===== src/rtl/int_stim_pkg.sv =====
// rtl/int_stim_pkg.sv - shared encodings for the interrupt stimulus controller
package int_stim_pkg;

  typedef enum logic [1:0] {
    DIS   = 2'd0,
    ARMED = 2'd1,
    PEND  = 2'd2,
    DONE  = 2'd3
  } ch_state_e;

  localparam logic CFG_SEL_TARGET = 1'b0;
  localparam logic CFG_SEL_CTRL   = 1'b1;

  localparam int EN_BIT   = 0;
  localparam int MODE_BIT = 1;
  localparam int MAXF_LSB = 8;
  localparam int MAXF_MSB = 15;

  localparam logic MODE_LEVEL = 1'b0;
  localparam logic MODE_PULSE = 1'b1;

  localparam logic [31:0] ACK_BASE_DEFAULT = 32'h0000_7F20;

endpackage


===== src/rtl/int_stim_channel.sv =====
// rtl/int_stim_channel.sv - one interrupt stimulus channel: FSM, fire counter, ack timeout
// The ack-timeout counter exists only when INT_STIM_TIMEOUT_EN is defined.
module int_stim_channel
  import int_stim_pkg::*;
#(
  parameter int TIMEOUT_CYC = 1024
) (
  input  logic        clk,
  input  logic        reset,
  input  logic [31:0] pc_i,
  input  logic        ack_i,
  input  logic        tgt_we_i,
  input  logic        ctrl_we_i,
  input  logic [31:0] wdata_i,
  output logic        int_o,
  output logic [7:0]  fire_cnt_o,
  output logic        timeout_err_o
);

  ch_state_e   state_q, state_d;
  logic [31:0] target_q, target_d;
  logic        mode_q, mode_d;
  logic [7:0]  maxf_q, maxf_d;
  logic        away_q, away_d;
  logic        int_q, int_d;
  logic [7:0]  cnt_q, cnt_d;
  logic        pc_hit, limit_hit;

  assign pc_hit    = ((pc_i & ~32'h3) == (target_q & ~32'h3));
  assign limit_hit = (maxf_q != 8'd0) && (cnt_q == maxf_q);

  always_ff @(posedge clk or negedge reset) begin
    if (!reset) begin
      state_q  <= DIS;
      target_q <= '0;
      mode_q   <= 1'b0;
      maxf_q   <= '0;
      away_q   <= 1'b1;
      int_q    <= 1'b0;
      cnt_q    <= '0;
    end else begin
      state_q  <= state_d;
      target_q <= target_d;
      mode_q   <= mode_d;
      maxf_q   <= maxf_d;
      away_q   <= away_d;
      int_q    <= int_d;
      cnt_q    <= cnt_d;
    end
  end

  always_comb begin
    state_d  = state_q;
    target_d = target_q;
    mode_d   = mode_q;
    maxf_d   = maxf_q;
    away_d   = away_q;
    int_d    = int_q;
    cnt_d    = cnt_q;

    if (!pc_hit) away_d = 1'b1;

    case (state_q)
      ARMED: begin
        if (pc_hit && away_q) begin
          state_d = PEND;
          int_d   = 1'b1;
          away_d  = 1'b0;
          if (cnt_q != 8'hFF) cnt_d = cnt_q + 8'd1;
        end
      end
      PEND: begin
        // cnt_q already includes this fire, so the limit test is exact
        if (mode_q == MODE_PULSE || ack_i) begin
          int_d   = 1'b0;
          state_d = limit_hit ? DONE : ARMED;
        end
      end
      default: int_d = 1'b0;
    endcase

    if (tgt_we_i) target_d = wdata_i;

    if (ctrl_we_i) begin
      mode_d = wdata_i[MODE_BIT];
      maxf_d = wdata_i[MAXF_MSB:MAXF_LSB];
      int_d  = 1'b0;
      if (wdata_i[EN_BIT]) begin
        state_d = ARMED;
        cnt_d   = '0;
        away_d  = 1'b1;
      end else begin
        state_d = DIS;
      end
    end
  end

  assign int_o      = int_q;
  assign fire_cnt_o = cnt_q;

`ifdef INT_STIM_TIMEOUT_EN
  logic [15:0] wait_q, wait_d;
  logic        terr_q, terr_d;

  always_ff @(posedge clk or negedge reset) begin
    if (!reset) begin
      wait_q <= '0;
      terr_q <= 1'b0;
    end else begin
      wait_q <= wait_d;
      terr_q <= terr_d;
    end
  end

  // Holding the counter at zero outside PEND gives a clean count on entry
  always_comb begin
    wait_d = wait_q;
    terr_d = terr_q;
    if (state_q != PEND) begin
      wait_d = '0;
    end else if (mode_q == MODE_LEVEL) begin
      if (wait_q != 16'hFFFF) wait_d = wait_q + 16'd1;
      if (wait_d == 16'(TIMEOUT_CYC)) terr_d = 1'b1;
    end
  end

  assign timeout_err_o = terr_q;
`else
  assign timeout_err_o = 1'b0;
`endif

endmodule


===== src/rtl/int_stim_ctrl.sv =====
// rtl/int_stim_ctrl.sv - multi-channel PC-triggered interrupt stimulus controller
// Optional ack timeout per channel is enabled by INT_STIM_TIMEOUT_EN.
module int_stim_ctrl
  import int_stim_pkg::*;
#(
  parameter int          NUM_CH      = 4,
  parameter logic [31:0] ACK_BASE    = ACK_BASE_DEFAULT,
  parameter int          TIMEOUT_CYC = 1024
) (
  input  logic                                          clk,
  input  logic                                          reset,
  input  logic [31:0]                                   macroscopic_pc,
  input  logic [31:0]                                   m_int_addr,
  input  logic [3:0]                                    m_int_byteen,
  input  logic                                          cfg_we,
  input  logic [((NUM_CH > 1) ? $clog2(NUM_CH) : 1)-1:0] cfg_ch,
  input  logic                                          cfg_sel,
  input  logic [31:0]                                   cfg_wdata,
  output logic [NUM_CH-1:0]                             int_vec,
  output logic                                          interrupt,
  output logic [8*NUM_CH-1:0]                           fire_cnt,
  output logic [NUM_CH-1:0]                             timeout_err
);

  localparam int CH_W = (NUM_CH > 1) ? $clog2(NUM_CH) : 1;

  for (genvar k = 0; k < NUM_CH; k++) begin : g_ch
    logic sel_k;
    logic ack_k;

    assign sel_k = cfg_we && (cfg_ch == CH_W'(k));
    assign ack_k = (|m_int_byteen) &&
                   ((m_int_addr & ~32'h3) == (ACK_BASE + 32'(4 * k)));

    int_stim_channel #(
      .TIMEOUT_CYC (TIMEOUT_CYC)
    ) u_ch (
      .clk           (clk),
      .reset         (reset),
      .pc_i          (macroscopic_pc),
      .ack_i         (ack_k),
      .tgt_we_i      (sel_k && (cfg_sel == CFG_SEL_TARGET)),
      .ctrl_we_i     (sel_k && (cfg_sel == CFG_SEL_CTRL)),
      .wdata_i       (cfg_wdata),
      .int_o         (int_vec[k]),
      .fire_cnt_o    (fire_cnt[8*k +: 8]),
      .timeout_err_o (timeout_err[k])
    );
  end

  assign interrupt = |int_vec;

endmodule


===== config.mk =====
export PLATFORM = sky130hd
export DESIGN_NAME = int_stim_ctrl
export DESIGN_NICKNAME = d
export VERILOG_FILES = /design/src/rtl/int_stim_pkg.sv /design/src/rtl/int_stim_channel.sv /design/src/rtl/int_stim_ctrl.sv
export SDC_FILE = /design/constraint.sdc
export NUM_CORES = 1
export LEC_CHECK = 0
export ABC_CLOCK_PERIOD_IN_PS = 2200
export BUFFER_PORTS_ARGS = -buffer_cell sky130_fd_sc_hd__buf_2
export CAP_MARGIN = 15
export CORE_UTILIZATION = 58
export CTS_CLUSTER_DIAMETER = 150
export DETAILED_ROUTE_END_ITERATION = 8
export PLACE_DENSITY = 0.88
export SYNTH_ARGS = -nofsm -noshare
export SYNTH_HDL_FRONTEND = slang
export SYNTH_SLANG_ARGS = --single-unit

===== constraint.sdc =====
create_clock -name clk -period 2.2 [get_ports clk]
set_input_delay 0 -clock clk [delete_from_list [all_inputs] [get_ports clk]]
set_output_delay 0 -clock clk [all_outputs]
set_load 0.005 [all_outputs]

# Word-level counts from Yosys, hierarchy flattened
# Cells that the tools add are included.
# word_totals
ff_bits,212
latch_bits,0
mem_bits_rw,0
romBits,0
input_bits,106
output_inout_bits,41
wordCells,192
memories,0
# op_classes
n_addsub,4
n_mul,0
div,0
order_cmp,0
n_eq_ne,35
n_shift,0
muxes,77
bitwise_logic,1
reduce_logical,47
# op_table
operator,count
2-to-1 mux 8 bit,20
== test 30 x 13 -> 1 bit (second input constant),4
== test 30 bit,4
2-to-1 mux 1 bit,33
adder 8 x 1 -> 8 bit (second input constant),4
== test 8 bit,4
2-to-1 mux 2 bit,16
inequality test 8 bit (second input constant),4
nonzero test 8 bit,4
logical AND 1 bit,24
inequality test 3 x 1 -> 1 bit (second input constant),8
one-hot mux 2 bit (2 select lines),4
== test 2 bit (second input constant),6
AND reduction 3 bit,4
nonzero test 3 bit,4
== test 2 x 1 -> 1 bit (second input constant),5
one-hot mux 1 bit (2 select lines),4
AND reduction 2 bit,4
OR reduction 4 bit,2
logical OR 1 bit,4
logical NOT 2 bit,1
NOT 1 bit,1

# Depth between registers and ports, before layout
# logic_depth
depth_word,6
mapped_depth,8

# By module
# A second synthesis with hierarchy kept.
# hier_totals
cells_unflattened,887
area_unflattened_um2,10586.4
# by_module_without_submodules
module,n_inst,cells_each,area_per_inst_um2
int_stim_channel (g_ch[1].u_ch ...),3,214,2596.2
int_stim_channel (g_ch[0].u_ch),1,215,2580.0
int_stim_ctrl,1,30,217.7

# Worst setup path before layout
# Ideal clock, no wire load.
# synth_timing
path_kind,reg2reg
from,reg g_ch[2].u_ch.target_q[12]
to,reg g_ch[2].u_ch.state_q[1]
t_arrival_ns,1.828
path_slack_ns,0.244
stages_incl_launch_ff,7
path_buffers,0
period_less_slack_ns,1.956
cell_sequence,dfrtp_1 > xnor2_1 > nand4_1 > nor4_2 > nand3_1 > a221oi_2 > mux2_1
# synth_between
elab_chain_cells,4
# synth_lines
element,line,rtl
start: declaration,int_stim_channel.sv:21,"logic [31:0] target_q, target_d;"
start signal: assignment,int_stim_channel.sv:43,target_q <= target_d;
== test 30 bit,int_stim_channel.sv:29,assign pc_hit = ((pc_i & ~32'h3) == (target_q & ~32'h3));
logical AND 1 bit,int_stim_channel.sv:65,if (pc_hit && away_q) begin
inequality test 3 x 1 -> 1 bit (no line),--,
AND reduction 3 bit (no line),--,
end signal: assignment,int_stim_channel.sv:42,state_q <= state_d;
end: declaration,int_stim_channel.sv:20,"ch_state_e state_q, state_d;"
# Every way passes these cells.
# A chain may end at the register's enable or synchronous reset.

# Worst setup path after layout
# layout_timing
from,reg g_ch[2].u_ch.target_q[30]
to,reg g_ch[2].u_ch.cnt_q[3]
# layout_between
elab_chain_cells,6
# layout_lines
element,line,rtl
== test 30 bit *,int_stim_channel.sv:29,
logical AND 1 bit *,int_stim_channel.sv:65,
2-to-1 mux 8 bit *,int_stim_channel.sv:65,
2-to-1 mux 8 bit *,int_stim_channel.sv:63,case (state_q)
2-to-1 mux 8 bit,int_stim_channel.sv:88,if (wdata_i[EN_BIT]) begin
2-to-1 mux 8 bit *,int_stim_channel.sv:84,if (ctrl_we_i) begin
named net g_ch[2].u_ch.cnt_d[3],int_stim_channel.sv:26,"logic [7:0] cnt_q, cnt_d;"
end signal: assignment,int_stim_channel.sv:48,cnt_q <= cnt_d;
end: declaration,int_stim_channel.sv:26,
# The timed path passes the listed nets; every way through them passes the cells marked *.

==> out/qor.txt <==
Status - finished with violations
Violated checks - setup timing
Max VDD drop - 0.807 mV
Drt first pass iters - 5
FFs w/ async S/R, synth - 100%
#FFs+latches synth - 204
Ys Warns - 0
Core area - 0.0179 sq mm
WP data required - 2.65 ns
Worst setup EP type - flop
Share of post-route cells with drive strength above 1 - 37.2%
TritonCTS Sinks - 204
Std cell rows - 49
Root buffer cell - clkbuf_16
Crit path time final - 2.33 ns
Final hold vios - 0
Via count - 8829
Vias in the first global route - 8744
Arrival @ worst endpoint - 2.78 ns
Min-Delay Path Class - in -> async
Skew final - 0.0206 ns
DRC - 0
Antenna violations before repair - 1
P_leak - 6.29 nW
Total track usage - 32.7%
Overflow after GRT - 0
Final Max Slew Viols - 0
Worst slew pin tran - 0.667 ns
Utilization after layout - 75.4%
Max Cap Viol - 0
Vias per inst - 6.18
HPWL Detailed - 19900 microns
Endpoints failing setup - 17
CP Launch Type - flop
Total Neg Setup Slack - -1.04 ns
Initial Utilization - 59.2%
RSZ-0062 raised after global routing - true
DR WL/cell - 22.6 microns
Crit-path max FO - 8
Die height - 137 microns
Worst setup margin - -0.134 ns
Mapped Avg Cell Area - 11.1 sq um
Synthesized area - 0.0106 sq mm
Top Ports - 147
Largest net degree at the start of global routing - 72
Final Wtd Congestion - 0.884
H-tree levels - 1
Final ANT Viol Nets - 0
Slew headroom - 55.3%
CTS Buffer Depth - 3
First-pass GRT wire length - 46300 microns
Commonest non-fill, non-tap cell in the layout - dfrtp_1
Total Wirelength - 32300 microns
# fillers - 1069
CTS tree - done
Register area share after synthesis - 48.2%
Post-synthesis cell type count - 61
Initial detailed-routing violation count - 782
Port Buffer Count - 138
Kind of critical path - reg -> reg
Die area - 0.0188 sq mm
Post-synth EDFFs - 0
Latest clock arrival within the worst-skew pair - 0.53 ns
CTS clk-pin slew, worst paths - 0.06 ns
Prevailing post-synth register cell - dfrtp_1
Layout Nets - 1301
Fmax - 429 MHz
Pwr/cell area - 912 mW/mm^2
Final period utilization - 106%
Die outline width - 137 microns
Most frequent cells in the layout - 200 x dfrtp_1, 138 x buf_2, 129 x mux2_2
P&R area growth vs syn - 27.5%
Cells after Synth - 953
TritonCTS Buffers - 22
-- path summary, 6_finish.rpt --
kind	start	endpoint	slack, ns	depth (start not counted)
setup / recovery	g_ch[2].u_ch.target_q[30]$_DFFE_PN0P_	g_ch[2].u_ch.fire_cnt_o[3]$_DFF_PN0_	-0.13	8
hold / removal	reset	g_ch[1].u_ch.fire_cnt_o[3]$_DFF_PN0_	0.04	2
setup reg to reg	g_ch[2].u_ch.target_q[30]$_DFFE_PN0P_	g_ch[2].u_ch.fire_cnt_o[3]$_DFF_PN0_	-0.13	8
hold reg to reg	g_ch[2].u_ch.mode_q$_DFFE_PN0P_	g_ch[2].u_ch.mode_q$_DFFE_PN0P_	0.49	2
max in group asynchronous	reset	g_ch[1].u_ch.away_q$_DFF_PN1_	1.38	3
min in group clk	m_int_addr[2]	g_ch[0].u_ch.int_o$_DFFE_PN0P_	0.04	4
-- where the power goes --
group / leakage [nW] / switching (W) / total, W / internal [W]
Combinational: 3.40 / 0.00161 / 0.00327 / 0.00166
Sequential: 2.52 / 0.000633 / 0.00510 / 0.00447
Clock: 0.373 / 0.00160 / 0.00394 / 0.00235
-- worst max-delay path: stages (launching register included) --
cell and delay, ns:
dfrtp_1 0.40, xnor2_2 0.25, nand4_1 0.27, buf_4 0.24, nor4_4 0.25, buf_4 0.17, o2111ai_4 0.15, or3_1 0.42
a21oi_2 0.12
-- per-stage QoR --
step | cell area (sq um) | setup WS (ns) | power (W) | instances | hold slack, ns
floorplan | 10600 | 0.244 | 0.00687 | 956 | -0.296
global placement | 11800 | 0.0284 | 0.00761 | 1337 | 0.0466
detailed placement | 11800 | -0.136 | 0.00781 | 1337 | 0.0443
CTS | 13000 | -0.0260 | 0.0118 | 1415 | 0.0211
global route | 13500 | -0.146 | 0.0128 | 1429 | 0.0670
finish | 13500 | -0.134 | 0.0123 | 1429 | 0.0391
-- cell usage after synthesis (all sizes together), types with 3 or more instances --
cell | count | area, sq um
a211oi | 5 | 37.5
nor2 | 23 | 86.3
nor4bb | 3 | 30.0
nand3 | 25 | 125
mux2i | 11 | 110
nor3 | 12 | 60.1
nand4 | 40 | 256
nor4 | 34 | 262
or2 | 8 | 50.1
buf | 20 | 121
ha | 12 | 150
nor3b | 4 | 30.0
inv | 28 | 105
xnor2 | 98 | 873
a21oi | 30 | 150
xor2 | 52 | 455
and3 | 11 | 68.8
o21ai | 17 | 85.1
clkbuf | 17 | 63.8
dfstp | 4 | 105
dfrtp | 200 | 5000
mux2 | 131 | 1480
a2111oi | 3 | 26.3
nand2 | 112 | 420
or3 | 13 | 81.3
o211ai | 3 | 22.5
-- logic make-up (layout without fill, tap and decap cells) --
logic type,count (synthesis),count (layout),share of synthesized area [%]
AND/OR/NAND/NOR,298,298,14.9
flip-flops,204,204,48.2
XOR/XNOR,150,150,12.5
multiplexers,142,142,15.0
AO/OA/AOI/OAI,81,81,5.16
buffers and inverters,65,308,2.74
adder cells (fa/ha/maj),12,12,1.42
other,1,5,0.0354
-- cell type report --
type	instances	area [sq um]	share of cell area, %
Antenna cell	1	2.50	0.0185
Inverter	28	105	0.778
Tap cell	229	287	2.12
Timing Repair Buffer	240	1580	11.7
Clock inverter	8	130	0.964
Multi-Input combinational cell	687	5660	41.9
Sequential cell	204	5110	37.8
Clock buffer	32	628	4.65
-- routing by layer --
| metal | global-route usage [%] | share of wire [%] | vias to the layer above |
|---|---|---|---|
| li1 | - | - | 3834 |
| met1 | 41.2 | 36 | 4362 |
| met2 | 54.3 | 50 | 514 |
| met3 | 5.96 | 8.5 | 119 |
| met4 | 15.6 | 5.1 | 0 |
| met5 | 0 | 0 | - |
-- timing repair --
action / CTS / global route
setup buffers: 2 / 12
hold endpoints to repair: 264 / 0
setup endpoints to repair: 13 / 30
hold buffers: 36 / 0
pin swaps: 4 / 42
resized for setup: 12 / 57
gates cloned: 0 / 1
-- flip-flops by register name, indices dropped and copies added (netlist names) --
name	cells
g_ch.u_ch.maxf_q	32
g_ch.u_ch.state_q	8
g_ch.u_ch.fire_cnt_o	32
g_ch.u_ch.target_q	120
g_ch.u_ch.mode_q	4
g_ch.u_ch.away_q	4
g_ch.u_ch.int_o	4
No activity file was read; power rests on OpenSTA's default activity.
